===== config.mk =====
export PLATFORM = sky130hd
export DESIGN_NAME = if_fetch_stage
export DESIGN_NICKNAME = d
export VERILOG_FILES = /design/src/rtl/if_fetch_stage.sv
export SDC_FILE = /design/constraint.sdc
export NUM_CORES = 1
export LEC_CHECK = 0
export CELL_PAD_IN_SITES_DETAIL_PLACEMENT = 0
export CELL_PAD_IN_SITES_GLOBAL_PLACEMENT = 1
export CORE_MARGIN = 5
export CORE_UTILIZATION = 28
export CTS_CLUSTER_DIAMETER = 120
export DETAILED_ROUTE_END_ITERATION = 8
export GPL_ROUTABILITY_DRIVEN = 0
export PLACE_DENSITY = 0.65
export SETUP_SLACK_MARGIN = 0.2
export SYNTH_ARGS = -nofsm -noshare
export SYNTH_HDL_FRONTEND = slang
export SYNTH_SLANG_ARGS = --single-unit

===== constraint.sdc =====
create_clock -name clk -period 8.85 [get_ports clk]
set_clock_uncertainty 0.2 [all_clocks]
set_input_delay 2.2125 -clock clk [delete_from_list [all_inputs] [get_ports clk]]
set_output_delay 2.2125 -clock clk [all_outputs]
set_load 0.005 [all_outputs]

===== src/rtl/if_fetch_stage.sv =====
// if_fetch_stage: MIPS IF stage owning the PC, IF/ID register, and fetch counter
module if_fetch_stage #(
  parameter logic [31:0] RESET_PC = 32'h0000_0000,
  parameter int          PC_STEP  = 4
) (
  input  logic        clk,
  input  logic        reset,
  input  logic        stall,
  input  logic        redirect_valid,
  input  logic [31:0] redirect_target,
  output logic [31:0] imem_addr,
  input  logic [31:0] imem_data,
  output logic [31:0] if_id_instr,
  output logic [31:0] if_id_pc4,
  output logic        if_id_valid,
  output logic [31:0] fetch_count
);
  logic [31:0] pc;
  logic [31:0] pc_next;
  assign pc_next   = pc + 32'(PC_STEP);
  assign imem_addr = pc;
  // PC and IF/ID update: reset beats redirect (squash), redirect beats stall (hold)
  always_ff @(posedge clk or posedge reset) begin
    if (reset) begin
      pc          <= RESET_PC;
      if_id_instr <= '0;
      if_id_pc4   <= '0;
      if_id_valid <= 1'b0;
      fetch_count <= '0;
    end else if (redirect_valid) begin
      pc          <= {redirect_target[31:2], 2'b00};
      if_id_instr <= '0;
      if_id_pc4   <= '0;
      if_id_valid <= 1'b0;
    end else if (!stall) begin
      pc          <= pc_next;
      if_id_instr <= imem_data;
      if_id_pc4   <= pc_next;
      if_id_valid <= 1'b1;
      fetch_count <= (fetch_count == '1) ? fetch_count : fetch_count + 32'd1;
    end
  end
endmodule

---- After elaboration in Yosys (flattened, before gate mapping) ----
Index checks and enable logic that the tools add are counted.
storage, ports and cells
  register bits after elaboration ......... 129
  output and inout bits ................... 129
operators by class
  add/sub/neg operators ................... 2
  eq/ne operators ......................... 2
  multiplexer cells ....................... 7
  bitwise operators ....................... 3
  reduce and logical (&&, ||, !) cells .... 1
operators by type and width
  cell                                           number
  two-way mux 32 bit                             5
  adder 32 x 1 -> 32 bit, second input constant  1
  adder 32 x 3 -> 32 bit, second input constant  1
  == test 32 bit, second input constant          1
  NOT 1 bit                                      3
  AND reduction 3 bit                            1
  two-way mux 1 bit                              2
  != test 2 x 1 -> 1 bit, second input constant  1

---- Depth between registers and ports, before layout ----
Gate-level depths: netlist of the first run.
  depth after elaboration ................. 3
  depth in mapped cells ................... 8
  depth with buffers taken out ............ 6

---- Least setup slack after synthesis of the first run ----
OpenSTA, ideal clock, no wires.
  kind .................................... input -> register
  start ................................... in stall
  end ..................................... reg if_id_instr[21]
  library setup time ...................... 0.132 ns
  data arrival time ....................... 3.448 ns
  required time ........................... 8.518 ns
  setup slack ............................. 5.070 ns
  cell stages on the path ................. 5
  path buffers ............................ 3
  cell sequence ........................... clkbuf_1 clkbuf_1 buf_1 mux2i_1 nor2_1
on the way
  cells in the longest elaborated chain, start to end .. 1
RTL lines
  item                                     RTL line  source
  start: declaration                       8         input logic stall,
  != test 2 x 1 -> 1 bit (no source line)  -
  end signal: assignment                   37        if_id_instr <= imem_data;
  end: declaration                         13        output logic [31:0] if_id_instr,
Every way passes these cells.
A chain may end at the register's enable or synchronous reset.

---- Worst setup path in the final report of the first run ----
  start ................................... in redirect_valid
  end ..................................... reg fetch_count[11]
on the way
  cells in the longest elaborated chain, start to end .. 2
RTL lines
  item                                  RTL line  source
  start: declaration                    9         input logic redirect_valid,
  NOT 1 bit (no source line)            -
  AND reduction 3 bit (no source line)  -
  end signal: assignment                40        fetch_count <= (fetch_count == '1) ? fetch_count : fetch_count + 32'd1;
  end: declaration                      16        output logic [31:0] fetch_count
Every way passes these cells.

==> results.tsv, run 1 <==
metric	value	unit
hold_path_end	if_id_valid	
synth.area.top_cells	dfrtp_1, xnor2_1, mux2i_1	
seq_power_share	0.395	
end_kind	flop	
start_util	0.283	
rrSetupSlack	5.82	ns
post-place-ws	4.32	ns
hp-class	flop to flop	
drive_gt1_frac	0.0612	
power_leakage	3.66	nW
finalSetupViolCount	0	
rr_endpoint	imem_addr[30]	
yosysSeqAreaShare	0.513	
postCtsSetupRepairBufs	0	
finalCritPeriodShare	0.459	
die-area	0.0250	mm²
worstMarginPinSlew	1.01	ns
synth_xor_area_frac	0.116	
synth_compound_area_frac	0.0642	
postCtsHoldBufs	0	
route.final.wire_length	18200	µm
synth_warnings	0	
required	8.94	ns
max_freq	0.246	GHz
p_comb_frac	0.147	
min_period	4.07	ns
whs_path_depth	1	
synthCells	614	
ir_drop	0.119	mV
cts_buffers	17	
grt_overflow	0	
htreeDepth	4	
die_w	158	µm
wl_per_cell	16.8	µm
p_int	1.29	mW
synth_top_area_cell	dfrtp_1	
grt_max_degree	70	
p_switching	433	µW
ios	197	
die_y	158	µm
drt_first_iter_violations	209	
max_cap_violations	0	
hold_viol	0	
synth_fa_ha_area_frac	0.00407	
finalSetupTns	0	ns
clock_sinks	126	
nets	858	
ys_ff_latch	126	
rows	54	
drc	0	
grt_pass1_wl	29500	µm
cts_max_path_buffers	2	
critPathLaunchType	primary input	
cts-root-buf	clkbuf_16	
cts_tree	yes	
dp_hpwl	12600	µm
clk_latency	0.41	ns
synth_top_family_by_area	simple AND/OR/NAND/NOR gates	
antenna_left	0	
critPathMaxFanout	55	
yosys.area.top_type_share	0.513	
grt_setup_unrepaired	false	
rr_startpoint	imem_addr[7]	
fp.coreArea	0.0217	mm²
area_delta_synth_final	45.2	%
via_per_inst	4.78	
ctsResizeCount	0	
clk_pin_slew	0.06	ns
min_from	if_id_valid	
switching_share	0.252	
muxShareOfSynthArea	0.0630	
syn_area_per_cell	10.0	µm²
nFillCells	2112	
grt_pass1_vias	5492	
slew_violations	0	
power.density	193	mW/mm²
synth_simple_gate_area_frac	0.205	
routed-via-count	5169	
grt_use_total	0.150	
reg2reg_depth	5	
synth_area	0.00614	mm²
outcome	finished, final reports clean	
worst_slack	4.78	ns
dr.pass1.iters	4	
antenna_found_initial	3	
relSlewSlack	0.327	
path_class	primary input to flop	
port-buffer-count	192	
arrival	4.16	ns
ys_types	43	
clkPwrFrac	0.458	
[flip-flops by register name, summed over array words and instances (netlist names)]
name / flops
fetch_count: 32
if_id_instr: 32
if_id_pc4: 31
if_id_valid: 1
imem_addr: 30
[routing by layer]
layer,part of all wire,vias up,global-route usage
met5,0.0013,-,0
met4,0.020,4,0.0479
met3,0.071,24,0.0522
met2,0.47,142,0.244
met1,0.44,2528,0.187
li1,-,2471,-
[how the worst max path moves through the flow]
stage / start / endpoint / slack [ns]
final: redirect_valid / fetch_count[11] / 4.78
after CTS: redirect_valid / fetch_count[16] / 4.77
after detailed placement: redirect_valid / fetch_count[16] / 4.32
after global routing: redirect_valid / fetch_count[11] / 4.60
after global placement: redirect_valid / fetch_count[24] / 4.36
after floorplan: reset / fetch_count[0] / 3.08
[cells in the mapped netlist (all sizes together)]
master and instances:
a211oi 14, a21boi 1, a21oi 12, a311oi 3, a31oi 4, and2 9, and3 10, and3b 1
and4 6, buf 16, clkbuf 25, conb 1, dfrtp 126, ha 2, inv 6, mux2 5
mux2i 33, nand2 57, nand3 27, nand4 31, nor2 75, nor2b 3, nor3 15, nor3b 1
nor4 11, o21a 1, o21ai 26, o221ai 1, o31ai 2, o41ai 1, or2 2, or3 3
or3b 1, or4 2, xnor2 53, xor2 28
[cell usage in the layout, fill, tap and decap left out, types with 14 or more instances in the layout]
cell             instances
nand3_1                 27
nand4_1                 30
dfrtp_1                126
nand2_1                 57
nor3_1                  15
clkbuf_16               17
clkdlybuf4s50_1        190
xnor2_1                 53
mux2i_1                 33
xor2_1                  28
a211oi_1                14
nor2_1                  75
o21ai_0                 26
[metrics by stage]
stage                     total power, mW  utilization  area (µm²)  cells  hold WS, ns
final                                1.72        0.411        8910   1082        0.281
after global routing                 1.81        0.411        8910   1082        0.306
after CTS                            1.75        0.411        8910   1081        0.294
after detailed placement            0.946        0.380        8250   1049        0.280
after global placement              0.943        0.380        8250   1049        0.266
after floorplan                     0.786            -        6140    615        0.274
[area by class of cell]
class,instances,area [µm²],share of cell area
sequential,126,3150,0.354
multi-input combinational,442,2780,0.312
timing repair buffer,195,1940,0.218
clock buffer,19,453,0.0508
tap,280,350,0.0393
clock inverter,13,211,0.0237
inverter,6,25.0,0.00281
antenna,1,2.50,0.000281
[power by group through the flow]
stage / Sequential (mW) / Combinational (mW) / Clock, mW
final: 0.679 / 0.254 / 0.788
after global routing: 0.687 / 0.283 / 0.836
after CTS: 0.679 / 0.260 / 0.811
after detailed placement: 0.688 / 0.258 / 0
after global placement: 0.687 / 0.256 / 0
after floorplan: 0.677 / 0.108 / 0
[cell families (layout without fill, tap and decap cells)]
group,count (synthesis),count (layout)
adders and majority gates,2,2
buffers and inverters,47,233
muxes,38,38
and+or+nand+nor,254,254
DFF,126,126
xor gates and xnor gates,81,81
other,1,3
AOI/OAI and AO/OA,65,65
[worst max-delay path: stages]
cell	delay [ns]
buf_4	0.28
or2_2	0.44
a31oi_1	0.76
nand4_1	0.25
xnor2_1	0.19
No activity file was read; power rests on OpenSTA's default activity.
==> run 2: changes to the inputs <==
--- a/config.mk
+++ b/config.mk
@@ -12,7 +12,7 @@
 export CTS_CLUSTER_DIAMETER = 120
 export DETAILED_ROUTE_END_ITERATION = 8
 export GPL_ROUTABILITY_DRIVEN = 0
-export PLACE_DENSITY = 0.65
+export PLACE_DENSITY = 0.67
 export SETUP_SLACK_MARGIN = 0.2
 export SYNTH_ARGS = -nofsm -noshare
 export SYNTH_HDL_FRONTEND = slang
==> constraint.sdc (replaced) <==
create_clock -name clk -period 3.3 [get_ports clk]
set_clock_uncertainty 0.2 [all_clocks]
set_input_delay 0.825 -clock clk [delete_from_list [all_inputs] [get_ports clk]]
set_output_delay 0.825 -clock clk [all_outputs]
set_load 0.005 [all_outputs]
==> results.tsv, run 2 (same netlist as run 1, synthesis figures left out) <==
metric	value	unit	change
outcome	finished, final reports clean		unchanged
top_regs	fetch_count: 32 flops, if_id_instr: 32 flops, if_id_pc4: 31 flops		unchanged
grt_max_degree	70		unchanged
grt_pass1_wl	29200	µm	was 29500 µm
max_cap_violations	0		unchanged
cts_max_path_buffers	2		unchanged
antenna_left	0		unchanged
nets	868		was 858
path_buf_inv	1		unchanged
multi_input_area	0.00278	mm²	unchanged
min_period	2.58	ns	
cts_tree	yes		unchanged
power_leakage	3.66	nW	about the same
final_core_util	0.411		about the same
wl_per_cell	16.6	µm	was 16.8 µm
critPathLaunchType	flop		was primary input
grt_use_total	0.148		was 0.150
relSlewSlack	0.534		was 0.327
crit_cells	1		was 5
rrSetupSlack	0.75	ns	was 5.82 ns
grt_overflow	0		unchanged
postCtsHoldBufs	0		unchanged
grt_pass1_vias	5257		was 5492
cts-root-buf	clkbuf_16		unchanged
whs_path_depth	1		unchanged
routed-via-count	5085		was 5169
hold_slack	0.280	ns	was 0.281 ns
ctsResizeCount	0		unchanged
reg2reg_depth	6		was 5
finalSetupViolCount	0		unchanged
path_class	flop to primary output		was primary input to flop
dr.pass1.iters	4		unchanged
clk_latency	0.41	ns	about the same
postCtsSetupRepairBufs	0		unchanged
antenna_found_initial	3		unchanged
path_cells	clkdlybuf4s50_1		was buf_4, or2_2, a31oi_1, nand4_1, xnor2_1
clock_sinks	126		unchanged
finalSetupTns	0	ns	unchanged
cts_buffers	17		unchanged
start_util	0.283		unchanged
slew_violations	0		unchanged
fp.coreArea	0.0217	mm²	unchanged
clk_pin_slew	0.06	ns	about the same
worstMarginPinSlew	0.696	ns	was 1.01 ns
critPathMaxFanout	10		was 55
die-area	0.0250	mm²	unchanged
arrival	1.56	ns	was 4.16 ns
drive_gt1_frac	0.0727		was 0.0612
final_cell_mix	clkdlybuf4s50_1, dfrtp_1, nor2_1		unchanged
critical-path-top-delay-family	buffers and inverters		was compound AO/OA/AOI/OAI gates
grt_setup_unrepaired	false		unchanged
crit_path_top_delay_cell	clkdlybuf4s50_1		was a31oi_1
area_delta_synth_final	45.3	%	was 45.2%
rows	54		unchanged
max_freq	0.387	GHz	
via_per_inst	4.66		was 4.78
cp_slowest_stage_delay	0.58	ns	was 0.76 ns
required	2.27	ns	was 8.94 ns
drt_first_iter_violations	241		was 209
die_w	158	µm	unchanged
dp_hpwl	12600	µm	about the same
die_y	158	µm	unchanged
route.final.wire_length	18100	µm	was 18200 µm
power.density	483	mW/mm²	was 193 mW/mm²
seq_area	0.00315	mm²	unchanged
end_kind	primary output		was flop
ios	197		unchanged
ir_drop	0.319	mV	was 0.119 mV
finalCritPeriodShare	0.783		
hp-class	flop to flop		unchanged
htreeDepth	4		unchanged
final_common_cell	clkdlybuf4s50_1		unchanged
drc	0		unchanged
port-buffer-count	192		unchanged
nFillCells	2116		was 2112
hold_viol	0		unchanged
-- run 2: per-layer routing --
metal  track usage  vias to the layer above  wire [µm]
met2         0.230                      126       8180
met1         0.193                     2426       8210
met5             0                        -         48
met3        0.0566                       22       1380
li1              -                     2505          -
met4        0.0414                        6        260
-- run 2: worst paths after layout --
path,from,end
worst min register to register,if_id_valid,if_id_valid
worst max register to register,imem_addr[2],imem_addr[30]
worst min-delay path,if_id_valid,if_id_valid
worst max-delay path,imem_addr[17],imem_addr[17]
max in group asynchronous,reset,if_id_pc4[17]
min in group asynchronous,reset,fetch_count[1]
-- run 2: area by class of cell --
type	count	share of cell area
clock inverter	13	0.0130
inverter	6	0.00295
sequential	126	0.353
tap	280	0.0393
multi-input combinational	442	0.312
antenna	1	0.000281
timing repair buffer	205	0.229
clock buffer	19	0.0508
-- run 2: metrics by stage --
step                area, µm²  std cells  power (mW)  worst slack, ns
floorplan                6150        615        2.11            0.722
global placement         8350       1059        2.54            0.403
detailed placement       8350       1059        2.54            0.379
CTS                      8920       1091        4.39            0.673
global route             8920       1091        4.55            0.531
finish                   8920       1092        4.31            0.717
-- run 2: report_power, final --
group	switching (mW)	internal [mW]	total (mW)	leakage, nW
clock network	0.727	1.08	1.80	0.275
logic	0.277	0.409	0.686	1.76
registers	0.151	1.67	1.82	1.63
total	1.16	3.15	4.31	3.66
-- run 2: worst register-to-register path, stage by stage, from the launching register on --
cell     delay [ns]
dfrtp_1        0.45
ha_1           0.28
and4_1         0.27
nand2_1        0.35
nor3_1         0.39
or3b_1         0.38
a31oi_1        0.16
==> run 3: changes to the inputs <==
==> constraint.sdc (replaced) <==
create_clock -name clk -period 2.2 [get_ports clk]
set_clock_uncertainty 0.2 [all_clocks]
set_input_delay 0.55 -clock clk [delete_from_list [all_inputs] [get_ports clk]]
set_output_delay 0.55 -clock clk [all_outputs]
set_load 0.005 [all_outputs]
==> results.tsv, run 3 (same netlist as run 1, synthesis figures left out) <==
metric	value	unit	change
route.final.wire_length	20100	µm	was 18100 µm
hp-class	primary input to asynchronous set/reset pin		was flop to flop
finalSetupTns	0	ns	unchanged
cts_buffers	17		unchanged
final_cell_mix	dfrtp_1, dlygate4sd2_1, buf_4		was clkdlybuf4s50_1, dfrtp_1, nor2_1
placed_cells	1119		was 1059
rr_startpoint	imem_addr[11]		was imem_addr[2]
power	6.91	mW	was 4.31 mW
ir_drop	0.469	mV	was 0.319 mV
final_core_util	0.467		was 0.411
critical-path-top-delay-family	simple AND/OR/NAND/NOR gates		was buffers and inverters
drt_first_iter_violations	223		was 241
antenna_found_initial	3		unchanged
ios	197		unchanged
worstMarginPinSlew	0.682	ns	was 0.696 ns
seq_power_share	0.378		was 0.422
clk_latency	0.42	ns	was 0.41 ns
top_regs	fetch_count: 32 flops, if_id_instr: 32 flops, if_id_pc4: 31 flops		unchanged
outcome	finished, final reports clean		unchanged
grt_overflow	0		unchanged
power.density	682	mW/mm²	was 483 mW/mm²
switching_share	0.266		was 0.268
clock_sinks	126		unchanged
dr.pass1.iters	4		unchanged
path_buf_inv	1		unchanged
end_kind	flop		was primary output
finalSetupViolCount	0		unchanged
worst_slack	0.166	ns	was 0.717 ns
arrival	2.15	ns	was 1.56 ns
nets	979		was 868
grt_setup_unrepaired	true		was false
min_period	2.03	ns	
cts-root-buf	clkbuf_16		unchanged
path_cells	and4_4, nand4_1, buf_12, or4_1, a311oi_1		was clkdlybuf4s50_1
drc	0		unchanged
seq_area	0.00316	mm²	was 0.00315 mm²
detailed_place.area	0.00899	mm²	was 0.00835 mm²
grt_pass1_vias	5817		was 5257
antenna_left	0		unchanged
drive_gt1_frac	0.243		was 0.0727
finalCritPeriodShare	0.924		
rows	54		unchanged
dp_hpwl	14100	µm	was 12600 µm
final_common_cell	dfrtp_1		was clkdlybuf4s50_1
slew_violations	0		unchanged
routed-via-count	5573		was 5085
die_y	158	µm	unchanged
path_class	flop to flop		was flop to primary output
grt_pass1_wl	31900	µm	was 29200 µm
start_util	0.283		unchanged
post-place-ws	-0.0774	ns	was 0.379 ns
cts_max_path_buffers	2		unchanged
hold_slack	0.212	ns	was 0.280 ns
p_int	5.07	mW	was 3.15 mW
wl_per_cell	16.7	µm	was 16.6 µm
crit_path_top_delay_cell	or4_1		was clkdlybuf4s50_1
clk_pin_slew	0.06	ns	about the same
critPathLaunchType	flop		unchanged
relSlewSlack	0.546		was 0.534
port-buffer-count	192		unchanged
clkPwrFrac	0.428		was 0.419
die_w	158	µm	unchanged
htreeDepth	4		unchanged
via_per_inst	4.63		was 4.66
nFillCells	2131		was 2116
p_comb_frac	0.194		was 0.159
area_delta_synth_final	64.9	%	was 45.3%
max_freq	0.492	GHz	
p_switching	1.84	mW	was 1.16 mW
critPathMaxFanout	21		was 10
die-area	0.0250	mm²	unchanged
grt_max_degree	70		unchanged
fp.coreArea	0.0217	mm²	unchanged
cts_tree	yes		unchanged
fin_area	0.0101	mm²	was 0.00892 mm²
power_leakage	4.77	nW	was 3.66 nW
crit_path_start	imem_addr[11]		was imem_addr[17]
hold_viol	0		unchanged
max_cap_violations	0		unchanged
required	2.32	ns	was 2.27 ns
cp_slowest_stage_delay	0.47	ns	was 0.58 ns
layoutNonFillerInstCount	1203		was 1092
multi_input_area	0.00308	mm²	was 0.00278 mm²
grt_use_total	0.163		was 0.148
==> run 3: final timing paths <==
check	depth (start not counted)	slack, ns	end
min reg2reg	1	0.27	if_id_valid
min in group clk	1	0.27	if_id_valid
max reg2reg	5	0.17	if_id_pc4[31]
min	2	0.21	fetch_count[29]
max	5	0.17	if_id_pc4[31]
max in group asynchronous	4	0.95	imem_addr[16]
==> run 3: what timing repair did <==
action | 4_1_cts | 5_1_grt
resized for setup | 160 | 48
hold endpoints to repair | 0 | 0
pin swaps | 3 | 18
hold buffers | 0 | 0
setup endpoints to repair | 153 | 67
buffers inserted | 35 | 16
==> run 3: final cells by class <==
type,instances,share of cell area
Multi-Input combinational cell,442,0.304
Inverter,6,0.00260
Tap cell,280,0.0346
Timing Repair Buffer,316,0.285
Sequential cell,126,0.313
Clock buffer,19,0.0447
Antenna cell,1,0.000247
Clock inverter,13,0.0161
==> run 3: power by group through the flow <==
stage	clock network, mW	registers (mW)	logic [mW]
after floorplan	0	2.73	0.447
after global placement	0	2.65	1.35
after detailed placement	0	2.66	1.35
after global routing	3.14	2.63	1.46
after CTS	3.02	2.60	1.31
final	2.96	2.61	1.34
==> run 3: per-layer routing <==
metal | vias up | GRT usage | part of all wire
li1 | 2725 | - | -
met1 | 2665 | 0.211 | 0.44
met2 | 139 | 0.254 | 0.47
met3 | 38 | 0.0506 | 0.060
met4 | 6 | 0.0670 | 0.027
met5 | - | 0 | 0.0016
